==> config.mk <==
export PLATFORM = sky130hd
export DESIGN_NAME = gray_counter_pkg
export DESIGN_NICKNAME = d
export VERILOG_FILES = /design/src/rtl/gray_counter_pkg.sv
export SDC_FILE = /design/constraint.sdc
export NUM_CORES = 1
export LEC_CHECK = 0
export ABC_CLOCK_PERIOD_IN_PS = 1500
export BUFFER_PORTS_ARGS = -buffer_cell sky130_fd_sc_hd__buf_2
export CAP_MARGIN = 10
export CORE_MARGIN = 2
export CORE_UTILIZATION = 42
export CTS_CLUSTER_SIZE = 12
export DETAILED_ROUTE_END_ITERATION = 10
export GPL_ROUTABILITY_DRIVEN = 0
export PLACE_DENSITY = 0.72
export SETUP_SLACK_MARGIN = 0.15
export SLEW_MARGIN = 20
export SYNTH_ARGS = -nofsm -noshare
export SYNTH_HDL_FRONTEND = slang
export SYNTH_SLANG_ARGS = --single-unit
==> constraint.sdc <==
create_clock -name clk -period 1.5 [get_ports clk]
set_clock_uncertainty 0.05 [all_clocks]
set_input_delay 0.225 -clock clk [delete_from_list [all_inputs] [get_ports clk]]
set_output_delay 0.225 -clock clk [all_outputs]
set_load 0.05 [all_outputs]
==> src/rtl/gray_counter_pkg.sv <==
// Registered Gray-code counter with a binary shadow.
// The counter keeps a binary state and a registered Gray copy of it. It
// counts up or down, loads from a binary or Gray value, and either wraps
// or saturates at the ends.
// Optional build macro: GRAY_CNT_CHECK_EN adds an 'err' output that flags
// a Gray register that has lost one-bit stepping or its match with the
// binary state.
module gray_counter_pkg #(
    parameter int unsigned        WIDTH     = 4,
    parameter int unsigned        WRAP      = 1,
    parameter logic [WIDTH-1:0]   RESET_VAL = '0
) (
    input  logic             clk,
    input  logic             rst_n,
    input  logic             en,
    input  logic             up,
    input  logic             load,
    input  logic             load_gray,
    input  logic [WIDTH-1:0] load_val,
    output logic [WIDTH-1:0] gray_out,
    output logic [WIDTH-1:0] bin_out,
    output logic             tc,
    output logic             at_limit
`ifdef GRAY_CNT_CHECK_EN
    ,
    output logic             err
`endif
);

    localparam logic [WIDTH-1:0] MAX_VAL    = '1;
    localparam logic [WIDTH-1:0] MIN_VAL    = '0;
    localparam logic [WIDTH-1:0] ONE        = {{(WIDTH-1){1'b0}}, 1'b1};
    localparam logic [WIDTH-1:0] RESET_GRAY = RESET_VAL ^ (RESET_VAL >> 1);

    function automatic logic [WIDTH-1:0] bin2gray(input logic [WIDTH-1:0] b);
        return b ^ (b >> 1);
    endfunction

    // Each binary bit is the XOR of all Gray bits at or above it.
    function automatic logic [WIDTH-1:0] gray2bin(input logic [WIDTH-1:0] g);
        logic [WIDTH-1:0] b;
        b[WIDTH-1] = g[WIDTH-1];
        for (int i = WIDTH - 2; i >= 0; i--) begin
            b[i] = b[i+1] ^ g[i];
        end
        return b;
    endfunction

    logic [WIDTH-1:0] bin_q, bin_d;
    logic [WIDTH-1:0] gray_q, gray_d;
    logic             tc_q, tc_d;
    logic             count_step;   // a count that actually moved the value
    logic             is_max, is_min;

    assign is_max = (bin_q == MAX_VAL);
    assign is_min = (bin_q == MIN_VAL);

    // Next-state: load beats count, count beats hold; tc marks a step past an end.
    always_comb begin
        // NOTE: every output of this block gets a default first so no path
        // leaves a value unassigned and a latch is never inferred.
        bin_d      = bin_q;
        tc_d       = 1'b0;
        count_step = 1'b0;
        if (load) begin
            bin_d = load_gray ? gray2bin(load_val) : load_val;
        end else if (en) begin
            if (up) begin
                if (is_max) begin
                    tc_d = 1'b1;
                    if (WRAP != 0) begin
                        bin_d      = MIN_VAL;
                        count_step = 1'b1;
                    end
                end else begin
                    bin_d      = bin_q + ONE;
                    count_step = 1'b1;
                end
            end else begin
                if (is_min) begin
                    tc_d = 1'b1;
                    if (WRAP != 0) begin
                        bin_d      = MAX_VAL;
                        count_step = 1'b1;
                    end
                end else begin
                    bin_d      = bin_q - ONE;
                    count_step = 1'b1;
                end
            end
        end
        gray_d = bin2gray(bin_d);
    end

    // State registers; reset takes effect immediately, independent of clk.
    always_ff @(posedge clk or negedge rst_n) begin
        // NOTE: sequential state uses non-blocking assignments so every
        // register samples the pre-edge values of the others.
        if (!rst_n) begin
            bin_q  <= RESET_VAL;
            gray_q <= RESET_GRAY;
            tc_q   <= 1'b0;
        end else begin
            bin_q  <= bin_d;
            gray_q <= gray_d;
            tc_q   <= tc_d;
        end
    end

    assign bin_out  = bin_q;
    assign gray_out = gray_q;
    assign tc       = tc_q;

    // The end the counter is heading for depends only on the current direction.
    assign at_limit = up ? is_max : is_min;

`ifdef GRAY_CNT_CHECK_EN
    logic [WIDTH-1:0] gray_prev_q;
    logic             step_q;      // last edge was a real count step from a sound state
    logic             err_q, err_d;
    logic             gray_ok;

    assign gray_ok = (gray_q == bin2gray(bin_q));

    // Flag a Gray word that disagrees with the binary state, or that moved by
    // other than one bit on a count step.
    always_comb begin
        err_d = !gray_ok;
        if (step_q && ($countones(gray_q ^ gray_prev_q) != 1)) begin
            err_d = 1'b1;
        end
    end

    // Shadow of the previous Gray word. A step taken from a corrupt word is
    // not distance-checked, so one fault raises err for one cycle only.
    always_ff @(posedge clk or negedge rst_n) begin
        if (!rst_n) begin
            gray_prev_q <= RESET_GRAY;
            step_q      <= 1'b0;
            err_q       <= 1'b0;
        end else begin
            gray_prev_q <= gray_q;
            step_q      <= count_step && gray_ok;
            err_q       <= err_d;
        end
    end

    assign err = err_q;
`endif

endmodule

==> reports/metrics.json <==
{
  "run_status": {"value": "complete, but fails checks"},
  "violations": {"value": "setup timing"},
  "cp_common_cell": {"value": "buf_6"},
  "crit_slowest_cell": {"value": "dfrtp_4"},
  "flow.area_growth_from_synthesis": {"value": 61.3, "unit": "%"},
  "setup_viol_count_final": {"value": 7},
  "design.final.nets": {"value": 106},
  "slew-limit-headroom": {"value": 82.0, "unit": "%"},
  "dp_cells": {"value": 98},
  "core_region_area": {"value": 1280, "unit": "um2"},
  "most-common-layout-cells": {"value": "16 x buf_4, 14 x buf_2, 5 x xor2_1, 5 x dfrtp_1"},
  "synth_area_per_cell": {"value": 9.65, "unit": "um2"},
  "remaining_drc_errors": {"value": 0},
  "cts_tree": {"value": "done"},
  "routed_wl": {"value": 1.39, "unit": "mm"},
  "final.setup.worst_slack": {"value": -277, "unit": "ps"},
  "grt_pass1_wl": {"value": 2.20, "unit": "mm"},
  "root_buffer": {"value": "clkbuf_4"},
  "detail_route.wl_per_cell": {"value": 12.9, "unit": "um"},
  "synth_fp_nets": {"value": 71},
  "regToRegStartpoint": {"value": "bin_out[0]"},
  "utilization": {"value": 71.5, "unit": "%"},
  "number_of_standard_cells_after_synthesis": {"value": 59},
  "place.port_buffers": {"value": 19},
  "tightest_slew": {"value": 269, "unit": "ps"},
  "die-height": {"value": 40.8, "unit": "um"},
  "clk_transition_reported_paths": {"value": 60, "unit": "ps"},
  "timing.final.crit_share": {"value": 118, "unit": "%"},
  "clock_network_latency_to_the_later_pin_of_the_worst_skew_pair": {"value": 250, "unit": "ps"},
  "regToRegEndpoint": {"value": "gray_out[0]"},
  "hold_class": {"value": "in -> reg"},
  "drv_cap": {"value": 0},
  "die_outline_width": {"value": 40.8, "unit": "um"},
  "reg2reg_setup_slack": {"value": -230, "unit": "ps"},
  "cp.required": {"value": 1220, "unit": "ps"},
  "yosysUniqueCellTypes": {"value": 32},
  "power_frac_seq": {"value": 25.8, "unit": "%"},
  "wl_met3": {"value": 24, "unit": "um"},
  "viasPerCell": {"value": 4.91},
  "overflow": {"value": 0},
  "category_of_the_most_critical_setup_path": {"value": "reg -> out"},
  "grt_start_max_net_pins": {"value": 9},
  "ios": {"value": 20},
  "clock-sinks": {"value": 8},
  "final_common_cell": {"value": "buf_4"},
  "wl_met2": {"value": 824, "unit": "um"},
  "timing.hold.ws": {"value": 250, "unit": "ps"},
  "timing.critical_path.arrival": {"value": 1500, "unit": "ps"},
  "timing.hold.worst.start": {"value": "load"},
  "cts.htree.levels": {"value": 1},
  "worstHoldPathCells": {"value": 2},
  "syn-cell-area": {"value": 569, "unit": "um2"},
  "clock_buffer_count_from_cts": {"value": 3},
  "synth-seq-cells": {"value": 8},
  "cp_peak_stage_delay": {"value": 490, "unit": "ps"},
  "worst_r2r_path_depth": {"value": 7},
  "detailed_place.area": {"value": 771, "unit": "um2"},
  "final-hold-violation-count": {"value": 0},
  "grt_antenna_before_repair": {"value": 0},
  "post-route-min-period": {"value": 1780, "unit": "ps"},
  "p_per_area": {"value": 1320, "unit": "nW/um2"},
  "stdcell_count": {"value": 108},
  "achievable-frequency": {"value": 563, "unit": "MHz"},
  "detail_route.wirelength.met1": {"value": 540, "unit": "um"},
  "endpoint_kind": {"value": "output port"},
  "synth_top_cell_by_area": {"value": "dfrtp_1"},
  "type_of_element_launching_the_critical_path": {"value": "flip-flop"},
  "floorplan.initialDensity": {"value": 44.3, "unit": "%"},
  "fillerInstances": {"value": 102},
  "switchingPower": {"value": 547, "unit": "uW"},
  "num_rows": {"value": 13},
  "synth.top_cell.area_share": {"value": 35.2, "unit": "%"},
  "synth_sequential_area_ratio": {"value": 35.2, "unit": "%"},
  "vias_in_the_first_global_route": {"value": 543},
  "worst_hold_path.endpoint": {"value": "bin_out[0]"},
  "worst-path-max-fanout": {"value": 4},
  "switching_share": {"value": 45.2, "unit": "%"},
  "synth.area.top_cells": {"value": "dfrtp_1 35%, xor2_1 7.7%, xnor2_1 4.6%"},
  "leakagePower": {"value": 0.436, "unit": "nW"},
  "route.top_layer_used": {"value": "met3"},
  "final_layout_size_suffix_gt1_share": {"value": 63.4, "unit": "%"},
  "dr.pass1.iters": {"value": 2},
  "total_number_of_yosys_warnings": {"value": 0},
  "antennaDiodeCount": {"value": 0},
  "cp_cell_sequence": {"value": "inv_2 -> ha_4 -> buf_6 -> inv_4 -> o41ai_4 -> buf_6"},
  "drt-initial-drc-count": {"value": 4},
  "final_cell_area": {"value": 918, "unit": "um2"},
  "power_frac_comb": {"value": 59.6, "unit": "%"},
  "post-dp-hpwl": {"value": 1.03, "unit": "mm"},
  "slew_violations": {"value": 0},
  "floorplan.die_area": {"value": 1670, "unit": "um2"},
  "proportion_of_power_drawn_by_the_clock_network": {"value": 14.6, "unit": "%"},
  "num_vias": {"value": 530},
  "vdd_drop_max": {"value": 0.692, "unit": "mV"},
  "ctsLongestPathBuffers": {"value": 2},
  "rsz0062_at_grt": {"value": "true"},
  "p_int": {"value": 663, "unit": "uW"},
  "ant_nets": {"value": 0},
  "globalRouteTotalUtil": {"value": 20.6, "unit": "%"}
}
## sequential cells by signal, indices dropped and copies added (netlist names)
register	cells
bin_out	4
tc	1
gray_out	3
## power groups by stage
stage                     Combinational [mW]  Clock (mW)  Sequential [mW]
after floorplan                        0.255           0            0.511
after global placement                 0.589           0            0.320
after detailed placement               0.601           0            0.322
after CTS                              0.662       0.183            0.320
after global routing                   0.773       0.185            0.322
final                                  0.722       0.177            0.312
## critical path: cells and delay by family, from the launching register on
kind,cells,cell delay (ps)
adders and majority gates,1,120
buffers and inverters,4,400
DFF,1,490
AOI/OAI and AO/OA,1,230
## layout make-up
| type | instances | area, um2 | share of cell area, % |
|---|---|---|---|
| Multi-Input combinational cell | 43 | 415 | 45.2 |
| Timing Repair Buffer | 34 | 234 | 25.5 |
| Sequential cell | 8 | 206 | 22.5 |
| Clock buffer | 4 | 26.3 | 2.86 |
| Tap cell | 15 | 18.8 | 2.04 |
| Inverter | 4 | 17.5 | 1.91 |
## Yosys cell counts
master and number:
dfrtp_1 8, xor2_1 5, inv_1 4, nand2_1 4, a21oi_1 3, nand2b_1 3
o21ai_0 3, xnor2_1 3, and3_1 2, ha_1 2, a211oi_1 1, a21oi_2 1
and4_1 1, buf_2 1, buf_4 1, buf_6 1, clkbuf_1 1, mux2_1 1
mux2_2 1, mux2i_1 1, mux2i_4 1, nor2_1 1, nor2b_1 1, nor3b_1 1
nor4_1 1, o21ai_1 1, o21ai_2 1, o22ai_1 1, o31ai_1 1, o41ai_1 1
or2_1 1, or3b_1 1
## through the flow
| stage | setup slack, ps | power, mW | setup TNS [ps] |
|---|---|---|---|
| 6_report | -277 | 1.21 | -1040 |
| 5_1_grt | -342 | 1.28 | -1600 |
| 4_1_cts | -294 | 1.16 | -1230 |
| 3_5_place_dp | -203 | 0.922 | -790 |
| 3_3_place_gp | -161 | 0.909 | -607 |
| 2_1_floorplan | -271 | 0.767 | -1380 |
## worst max-delay path by stage
stage | start | end | cells after the start
floorplan | bin_out[0] | tc | 5
global placement | bin_out[0] | gray_out[0] | 7
detailed placement | bin_out[0] | gray_out[0] | 7
CTS | bin_out[0] | at_limit | 6
global route | bin_out[0] | at_limit | 6
finish | bin_out[0] | at_limit | 6
## metal layers
metal,vias to the layer above,global-route usage [%]
met5,-,0
met4,0,13.3
met3,0,4.35
met2,11,39.5
met1,249,19.1
li1,270,-
## repair_timing
item | in CTS | in global routing
hold buffers | 1 | 0
setup endpoints to repair | 12 | 11
gates resized for setup | 14 | 7
hold endpoints to repair | 8 | 0
setup buffers | 1 | 4
pin swaps | 8 | 7
## cell families (layout without fill, tap and decap cells)
kind of cell	Yosys count	after routing	synth area share (%)
compound gates	13	13	14.5
xor+xnor	8	8	12.3
fa+ha+maj	2	2	4.39
buf+inv	8	42	7.47
flops	8	8	35.2
mux	4	4	9.67
simple gates	16	16	16.5
Power figures use the tool's default switching activity.
